--- config.mk ---
export PLATFORM = sky130hd
export DESIGN_NAME = fetch_unit
export DESIGN_NICKNAME = d
export VERILOG_FILES = /design/src/rtl/fetch_unit.sv
export SDC_FILE = /design/constraint.sdc
export NUM_CORES = 1
export LEC_CHECK = 0
export BUFFER_PORTS_ARGS = -buffer_cell sky130_fd_sc_hd__buf_2
export CAP_MARGIN = 20
export CORE_ASPECT_RATIO = 1.1
export CORE_MARGIN = 5
export CORE_UTILIZATION = 47
export DETAILED_ROUTE_END_ITERATION = 16
export GPL_TIMING_DRIVEN = 0
export PLACE_DENSITY = 0.8
export SYNTH_ARGS = -nofsm -noshare
export SYNTH_HDL_FRONTEND = slang
export SYNTH_SLANG_ARGS = --single-unit
--- constraint.sdc ---
create_clock -name clock -period 2.2 [get_ports clock]
set_clock_uncertainty 0.2 [all_clocks]
set_input_delay 0.11 -clock clock [delete_from_list [all_inputs] [get_ports clock]]
set_output_delay 0.11 -clock clock [all_outputs]
set_load 0.02 [all_outputs]
--- src/rtl/fetch_unit.sv ---
// Instruction-fetch stage: owns the PC, requests words over a req/ack handshake
// and presents them to the decoder. Optional jump predecode: FETCH_JUMP_PREDECODE_EN.
module fetch_unit #(
  parameter int                ADDR_W   = 12,
  parameter logic [ADDR_W-1:0] RESET_PC = '0
) (
  input  logic              clock,
  input  logic              reset,
  output logic              imem_req,
  output logic [ADDR_W-1:0] imem_addr,
  input  logic              imem_ack,
  input  logic [31:0]       imem_rdata,
  input  logic              stall,
  input  logic              redirect,
  input  logic [ADDR_W-1:0] redirect_pc,
  output logic [31:0]       ins,
  output logic              ins_valid,
  output logic [ADDR_W-1:0] ins_pc,
  output logic [ADDR_W-1:0] ins_pc_plus1
);

  typedef enum logic [1:0] {
    ST_RST   = 2'd0,
    ST_FETCH = 2'd1,
    ST_HOLD  = 2'd2
  } state_t;

  state_t            r_state;
  logic [ADDR_W-1:0] r_pc;
  logic [31:0]       r_ir;
  logic              r_ir_valid;
  logic [ADDR_W-1:0] r_ir_pc;

  logic              w_blocked;
  logic [ADDR_W-1:0] w_capture_pc;

  function automatic logic [ADDR_W-1:0] pc_inc(input logic [ADDR_W-1:0] pc);
    return pc + {{(ADDR_W-1){1'b0}}, 1'b1};
  endfunction

  // A live instruction that downstream cannot take blocks any new request.
  assign w_blocked = r_ir_valid & stall;

`ifdef FETCH_JUMP_PREDECODE_EN
  logic w_is_jump;
  assign w_is_jump    = (imem_rdata[31:27] == 5'b00001) || (imem_rdata[31:27] == 5'b00011);
  assign w_capture_pc = w_is_jump ? imem_rdata[ADDR_W-1:0] : pc_inc(r_pc);
`else
  assign w_capture_pc = pc_inc(r_pc);
`endif

  assign imem_req     = (r_state == ST_FETCH) & ~w_blocked;
  assign imem_addr    = r_pc;
  assign ins          = r_ir;
  assign ins_valid    = r_ir_valid;
  assign ins_pc       = r_ir_pc;
  assign ins_pc_plus1 = pc_inc(r_ir_pc);

  always_ff @(posedge clock or negedge reset) begin
    if (!reset) begin
      r_state    <= ST_RST;
      r_pc       <= RESET_PC;
      r_ir       <= '0;
      r_ir_valid <= 1'b0;
      r_ir_pc    <= RESET_PC;
    end else if (redirect) begin
      // Redirect overrides everything; a coincident ack is dropped.
      r_pc       <= redirect_pc;
      r_ir_valid <= 1'b0;
      r_state    <= ST_FETCH;
    end else begin
      case (r_state)
        ST_RST: r_state <= ST_FETCH;
        ST_FETCH: begin
          if (w_blocked) begin
            r_state <= ST_HOLD;
          end else if (imem_ack) begin
            r_ir       <= imem_rdata;
            r_ir_pc    <= r_pc;
            r_ir_valid <= 1'b1;
            r_pc       <= w_capture_pc;
          end else if (r_ir_valid) begin
            r_ir_valid <= 1'b0;
          end
        end
        ST_HOLD: begin
          if (!stall) begin
            r_ir_valid <= 1'b0;
            r_state    <= ST_FETCH;
          end
        end
        default: r_state <= ST_RST;
      endcase
    end
  end

endmodule

Yosys cells after proc, flatten, opt, wreduce, memory -nomap -nowiden:

Index checks and enable logic that the tools add are counted.
W data, S select, Z words.

* flip-flop bits (word level): 59
* bits of input ports: 49
* output and inout port bits: 70

* add/sub/neg operators: 2
* equality and inequality tests: 6
* muxes and demuxes: 13
* bitwise operators: 4
* reductions and logical operators: 8

Operator list (count)
* $mux W12: 4
* $add A12 B1 Y12 const B: 2
* $ne A3 B3 Y1 const B: 3
* $mux W2: 3
* $pmux W2 S3: 1
* $reduce_and A3 Y1: 2
* $mux W1: 4
* $reduce_and A4 Y1: 1
* $reduce_bool A2 Y1: 2
* $reduce_bool A3 Y1: 1
* $and A1 B1 Y1: 2
* $eq A2 B1 Y1 const B: 1
* $eq A2 B2 Y1 const B: 1
* $logic_not A2 Y1: 1
* $ne A2 B2 Y1 const B: 1
* $not A1 Y1: 2
* $pmux W1 S2: 1
* $reduce_and A2 Y1: 1

Logic depth before layout (Yosys ltp):

Gate-level depths: netlist of the first run.

* depth in word-level cells: 5
* depth in mapped cells: 5

Least setup slack after synthesis of the first run:

OpenSTA, ideal clock, no wires.

* path kind: flip-flop to flip-flop
* start: reg r_state[1]
* end: reg r_ir[10] (netlist: ins[10])
* setup time: 125 ps
* arrival: 1505 ps
* required time: 1875 ps
* setup slack: 370 ps
* stages on the path, launching flop included: 6
* buffers on the path: 1
* cells stage by stage: dfrtp_1 nand2b_1 a21oi_2 nand3_2 buf_2 mux2_2

* longest elaborated chain between the ends: 2

RTL lines
* start: declaration: RTL line 28 `state_t r_state;`
* start signal: assignment: RTL line 61 `r_state <= ST_RST;`
* start signal: assignment: RTL line 70 `r_state <= ST_FETCH;`
* start signal: assignment: RTL line 73 `ST_RST: r_state <= ST_FETCH;`
* $eq A2 B1 Y1: RTL line 72 `case (r_state)`
* $reduce_and A4 Y1 (no line)
* end signal: assignment: RTL line 78 `r_ir <= imem_rdata;`
* end: declaration: RTL line 30 `logic [31:0] r_ir;`

No other way between the ends.
A chain may end at the register's enable or synchronous reset.

Worst setup path in the final report of the first run:

* start: reg r_ir_pc[0] (netlist: ins_pc[0])
* end: out ins_pc_plus1[8]

* longest elaborated chain between the ends: 1

RTL lines
* start: declaration: RTL line 32 `logic [ADDR_W-1:0] r_ir_pc;`
* start signal: assignment: RTL line 79 `r_ir_pc <= r_pc;`
* $add A12 B1 Y12: RTL line 38 `return pc + {{(ADDR_W-1){1'b0}}, 1'b1};`
* end: declaration: RTL line 19 `output logic [ADDR_W-1:0] ins_pc_plus1`

No other way between the ends.

==> impl_metrics.tcl, run 1 <==
set metrics [dict create \
    overflow 0 \
    die-area_um2 7360 \
    slew_headroom_pct 46.0 \
    antenna_left 0 \
    power_frac_comb_pct 33.0 \
    clock_latency_ns 0.32 \
    core_um2 5660 \
    swShare_pct 35.1 \
    postSynthCellCount 220 \
    multi_input_area_um2 1160 \
    area_growth_syn_to_layout_pct 51.0 \
    internal_power_mw 2.50 \
    cp-end-kind "primary output" \
    critPathKind "reg2out" \
    grt_pass1_wl_mm 12.1 \
    drv_slew 0 \
    fill_cells 422 \
    p_switching_mw 1.35 \
    finalHoldWorstSlack_ns 0.0200 \
    yosys_warnings 0 \
    hp-class "in2reg" \
    max_cap_violations 0 \
    pwr-share-clk_pct 27.8 \
    drc 0 \
    diodes 0 \
    cts.sinks 59 \
    tritoncts "built" \
    fmax_mhz 500 \
    crit_chain "ha_1 > nand3_1 > nor2_1 > xor2_1 > buf_2" \
    seq_power_share_pct 39.3 \
    worstPathRequired_ns 1.89 \
    synth_async_sr_flop_share_pct 100 \
    htree_levels 3 \
    syn-cell-area_um2 2700 \
    grt_pass1_vias 2572 \
    synth-edff-count 0 \
    cpPeakStageDelay_ns 0.49 \
    cp_slowest_cell "dfrtp_1" \
    rows 29 \
    via_per_inst 5.03 \
    worstMarginPinSlew_ns 0.809 \
    ys_ff_latch 59 \
    dp_hpwl_mm 5.11 \
    finalPower_mw 3.85 \
    drtIter0Drc 133 \
    gp_congestion 0.765 \
    hold_viol_final 0 \
    final_cell_mix "buf_2 (121), dfrtp_1 (59), dlygate4sd3_1 (46)" \
    layout_commonest_cell "buf_2" \
    die_x_um 82.3 \
    avgSynthCellArea_um2 12.3 \
    drtPass1Iterations 4 \
    rsz0062_at_grt "false" \
    seq_area_um2 1480 \
    fin_crit_sh_pct 91.0 \
    final-instance-count-excl-fill 476 \
    status "completed" \
    ir_drop_uv 599 \
    die_h_um 89.5 \
    vias 2396 \
    critPathArrivalTime_ns 1.69 \
    grt_use_total_pct 22.0 \
    cts_root_buffer "clkbuf_8" \
    antenna_found_initial 0 \
    finalSetupViolations 0 \
    nNetsFinal 446 \
    pin_count 119 \
    syn-num-nets 271 \
    start_kind "flip-flop" \
    initial_core_util_pct 47.7 \
    synth_cell_types 36 \
    design_area_um2 4080 \
    cts_buffer_depth 2 \
    ys_seq_area_share_pct 54.7 \
    grt_max_degree 36 \
    drive_gt1_share_pct 47.6 \
    period_needed_ns 2.00 \
    port_buffers 117 \
    path_clk_slew_ns 0.06 \
    wirelength_mm 7.74 \
    power_per_cell_area_nw_per_um2 943 \
    post_dp_cell_area_um2 3400 \
    synthFlopType "dfrtp_1" \
    finalSetupTns_ns 0 \
    p_leak_nw 1.92 \
    numCtsBuffers 9 \
    dp.cells 415 \
    path_max_fanout 7 \
    routedWlPerCell_um 16.3 \
]
worst paths after layout:
kind / start / endpoint / slack (ns) / cells after the start
max: ins_pc[0] / ins_pc_plus1[8] / 0.20 / 5
min: redirect / imem_addr[3] / 0.02 / 2
max reg2reg: imem_addr[0] / imem_addr[7] / 0.29 / 4
min reg2reg: ins[3] / ins[3] / 0.30 / 1
max in group asynchronous: reset / ins[3] / 0.96 / 3
min in group asynchronous: reset / ins[26] / 0.23 / 2
Yosys cell counts (2+ instances only):
cell	number	area (um2)
nand3_1	10	50.1
o21ai_0	8	40.0
and3_1	4	25.0
o31ai_1	3	22.5
clkbuf_1	2	7.51
a31oi_1	4	25.0
mux2i_1	2	20.0
nor2_1	8	30.0
xnor2_1	8	70.1
dfrtp_1	59	1480
mux2_2	45	507
ha_1	2	25.0
nand4_1	8	50.1
xor2_1	7	61.3
inv_1	5	18.8
or4_1	4	30.0
buf_2	4	20.0
nand2_1	19	71.3
logic make-up (layout without fill, tap and decap cells):
family          after synthesis  after routing  synth area share [%]
compound gates               21             21                  4.82
xor+xnor                     15             15                  4.87
fa+ha+maj                     2              2                 0.927
buf+inv                      13            192                  2.41
flops                        59             59                  54.7
mux                          47             47                  19.5
simple gates                 63             63                  12.8
power groups by stage:
stage	sequential [mW]	combinational, mW	clock, mW
floorplan	1.76	0.477	0
global placement	1.50	1.18	0
detailed placement	1.52	1.20	0
CTS	1.50	1.28	1.09
global route	1.54	1.36	1.14
finish	1.51	1.27	1.07
state kept, by name, indices dropped and copies added, names as in the netlist:
signal	count
ins	32
imem_addr	12
ins_pc	12
r_state	2
ins_valid	1
layout make-up:
cell class	count	share of cell area, %
tap	77	2.36
multi-input combinational	148	28.4
buffer	8	1.14
sequential	59	36.2
timing repair buffer	164	26.1
clock inverter	5	1.90
clock buffer	10	3.38
inverter	5	0.460
what timing repair did:
| action | 4_1_cts | 5_1_grt |
|---|---|---|
| setup buffers | 0 | 0 |
| hold buffers | 46 | 0 |
| gates resized for setup | 0 | 0 |
| endpoints found under the hold margin | 81 | 0 |
stage by stage:
stage,utilization (%),worst slack (ns)
2_1_floorplan,-,0.370
4_1_cts,72.0,0.170
6_report,72.0,0.199
5_1_grt,72.0,0.0248
3_5_place_dp,60.1,0.322
3_3_place_gp,59.7,0.331
metal layers:
metal,vias up,wire length (um),track usage [%]
li1,1137,-,-
met1,1165,2900,24.2
met2,76,4260,40.2
met3,18,391,4.44
met4,0,187,10.4
met5,-,0,0
worst max-delay path: cells and delay by family, from the launching register on:
kind	cells	cell delay, ns
flops	1	0.49
simple gates	2	0.29
fa+ha+maj	1	0.25
buf+inv	1	0.18
xor+xnor	1	0.15
(Power assumes the default switching activity.)
==> run 2: changes to the inputs <==
Settings changed: ABC_AREA from default to 0, BUFFER_PORTS_ARGS -buffer_cell sky130_fd_sc_hd__buf_2 to -buffer_cell sky130_fd_sc_hd__buf_4, CAP_MARGIN 20 to default.
==> run 2 against run 1 <==
  * Utilization rose by 5.0 points
  * Total power rose by 6.9%
  * Sequential power barely moved
  * Global-route usage rose by 0.48 points
  * Setup slack improved by 0.032 ns
  * First-iteration DRC count fell by 31%
  * Critical path depth did not move
  * Routed wire length rose by 4.0%
  * Cell count fell by 0.21%
  * Cell area rose by 7.0%
  * Highest routed layer unchanged
==> impl_metrics.tcl, run 2 (synthesis results as in run 1) <==
set metrics [dict create \
    holdPathEnd "imem_addr[0]" \
    min_from "redirect" \
    drtIter0Drc 92 \
    drc 0 \
    regToRegEndpoint "ins[18]" \
    area_growth_syn_to_layout_pct 61.5 \
    die_x_um 82.3 \
    ir_drop_uv 611 \
    layout_commonest_cell "buf_4" \
    reg2reg_slack_ns 0.28 \
    die_h_um 89.5 \
    largest_register_ffs 32 \
    r2r_start "r_state[1]" \
    power_per_cell_area_nw_per_um2 942 \
    dp_hpwl_mm 5.28 \
    tritoncts "built" \
    drive_gt1_share_pct 47.7 \
    die-area_um2 7360 \
    path_clk_slew_ns 0.07 \
    grt_pass1_vias 2580 \
    clock_latency_ns 0.32 \
    initial_core_util_pct 47.7 \
    drv_slew 0 \
    nNetsFinal 445 \
    max_cap_violations 0 \
    core_um2 5660 \
    via_per_inst 5.08 \
    cts.sinks 59 \
    worstMarginPinSlew_ns 0.742 \
    grt_use_total_pct 22.5 \
    vias 2412 \
    finalSetupViolations 0 \
    port_buffers 117 \
    final_cell_mix "buf_4 (117), dfrtp_1 (58), dlygate4sd3_1 (46)" \
    path_max_fanout 6 \
    hp-class "in2reg" \
    status "completed" \
    cp-end-kind "primary output" \
    period_needed_ns 1.97 \
    gp_congestion 0.781 \
    fin_ws_ns 0.231 \
    p_leak_nw 2.02 \
    grt_max_degree 60 \
    htree_levels 3 \
    numCtsBuffers 9 \
    cts_buffer_depth 2 \
    cts_root_buffer "clkbuf_8" \
    diodes 0 \
    worstPathRequired_ns 1.89 \
    rsz0062_at_grt "false" \
    overflow 0 \
    hold_depth 2 \
    antenna_found_initial 0 \
    routedWlPerCell_um 16.9 \
    start_kind "flip-flop" \
    ff2ff_path_depth 5 \
    fmax_mhz 508 \
    antenna_left 0 \
    critPathArrivalTime_ns 1.66 \
    pin_count 119 \
    hold_viol_final 0 \
    rows 29 \
    post-place-ws_ns 0.303 \
    wirelength_mm 8.05 \
    fill_cells 393 \
    critPathKind "reg2out" \
    postCtsSetupRepairBufs 0 \
    fin_crit_sh_pct 89.5 \
    grt_pass1_wl_mm 12.4 \
    slew_headroom_pct 50.6 \
    finalSetupTns_ns 0 \
    finalHoldWorstSlack_ns 0.0277 \
    drtPass1Iterations 5 \
    finalPower_mw 4.11 \
]
run 2: where the power goes:
group          switching, mW  leakage, nW  total [mW]  internal, mW
Sequential             0.221        0.692        1.53          1.31
Clock                  0.424        0.115        1.12         0.694
Combinational          0.746         1.21        1.47         0.720
Total                   1.39         2.02        4.11          2.72
run 2: layout make-up:
class                           instances  area, um2  share of cell area [%]
Sequential cell                        59       1480                    33.9
Timing Repair Buffer                  163       1340                    30.7
Multi-Input combinational cell        148       1160                    26.6
Clock buffer                           11        151                    3.47
Tap cell                               77       96.3                    2.21
Clock inverter                          4       73.8                    1.69
Buffer                                  8       46.3                    1.06
Inverter                                5       18.8                   0.430
run 2: per-layer routing:
metal	routed length, um	global-route usage (%)	up-vias
met5	0	0	-
met4	248	10.6	0
met3	378	3.53	23
met2	4440	40.7	82
met1	2990	25.7	1167
li1	-	-	1140
run 2: metrics by stage:
step	cells	instance area (um2)	util (%)
CTS	475	4360	77.0
global route	475	4360	77.1
global placement	414	3670	64.9
finish	475	4360	77.1
detailed placement	414	3670	64.9
floorplan	220	2700	-
run 2: what timing repair did:
action / 4_1_cts / 5_1_grt
gates resized for setup: 0 / 1
hold buffers: 46 / 0
hold endpoints to repair: 106 / 0
setup endpoints to repair: 0 / 1
run 2: worst max path at each step:
| stage | startpoint | end | slack, ns | cells past startpoint |
|---|---|---|---|---|
| after floorplan | r_state[1] | ins[10] | 0.37 | 5 |
| after global placement | r_state[1] | ins[25] | 0.32 | 5 |
| after detailed placement | imem_addr[0] | imem_addr[7] | 0.30 | 4 |
| after CTS | ins_pc[0] | ins_pc_plus1[8] | 0.16 | 5 |
| after global routing | ins_pc[1] | ins_pc_plus1[8] | 0.05 | 5 |
| final | ins_pc[1] | ins_pc_plus1[8] | 0.23 | 5 |
run 2: worst max-delay path, stage by stage, from the launching register on:
cell and delay, ns:
dfrtp_1 0.45, ha_1 0.25, nand3_1 0.15, nor2_1 0.15, xor2_1 0.16, buf_4 0.16
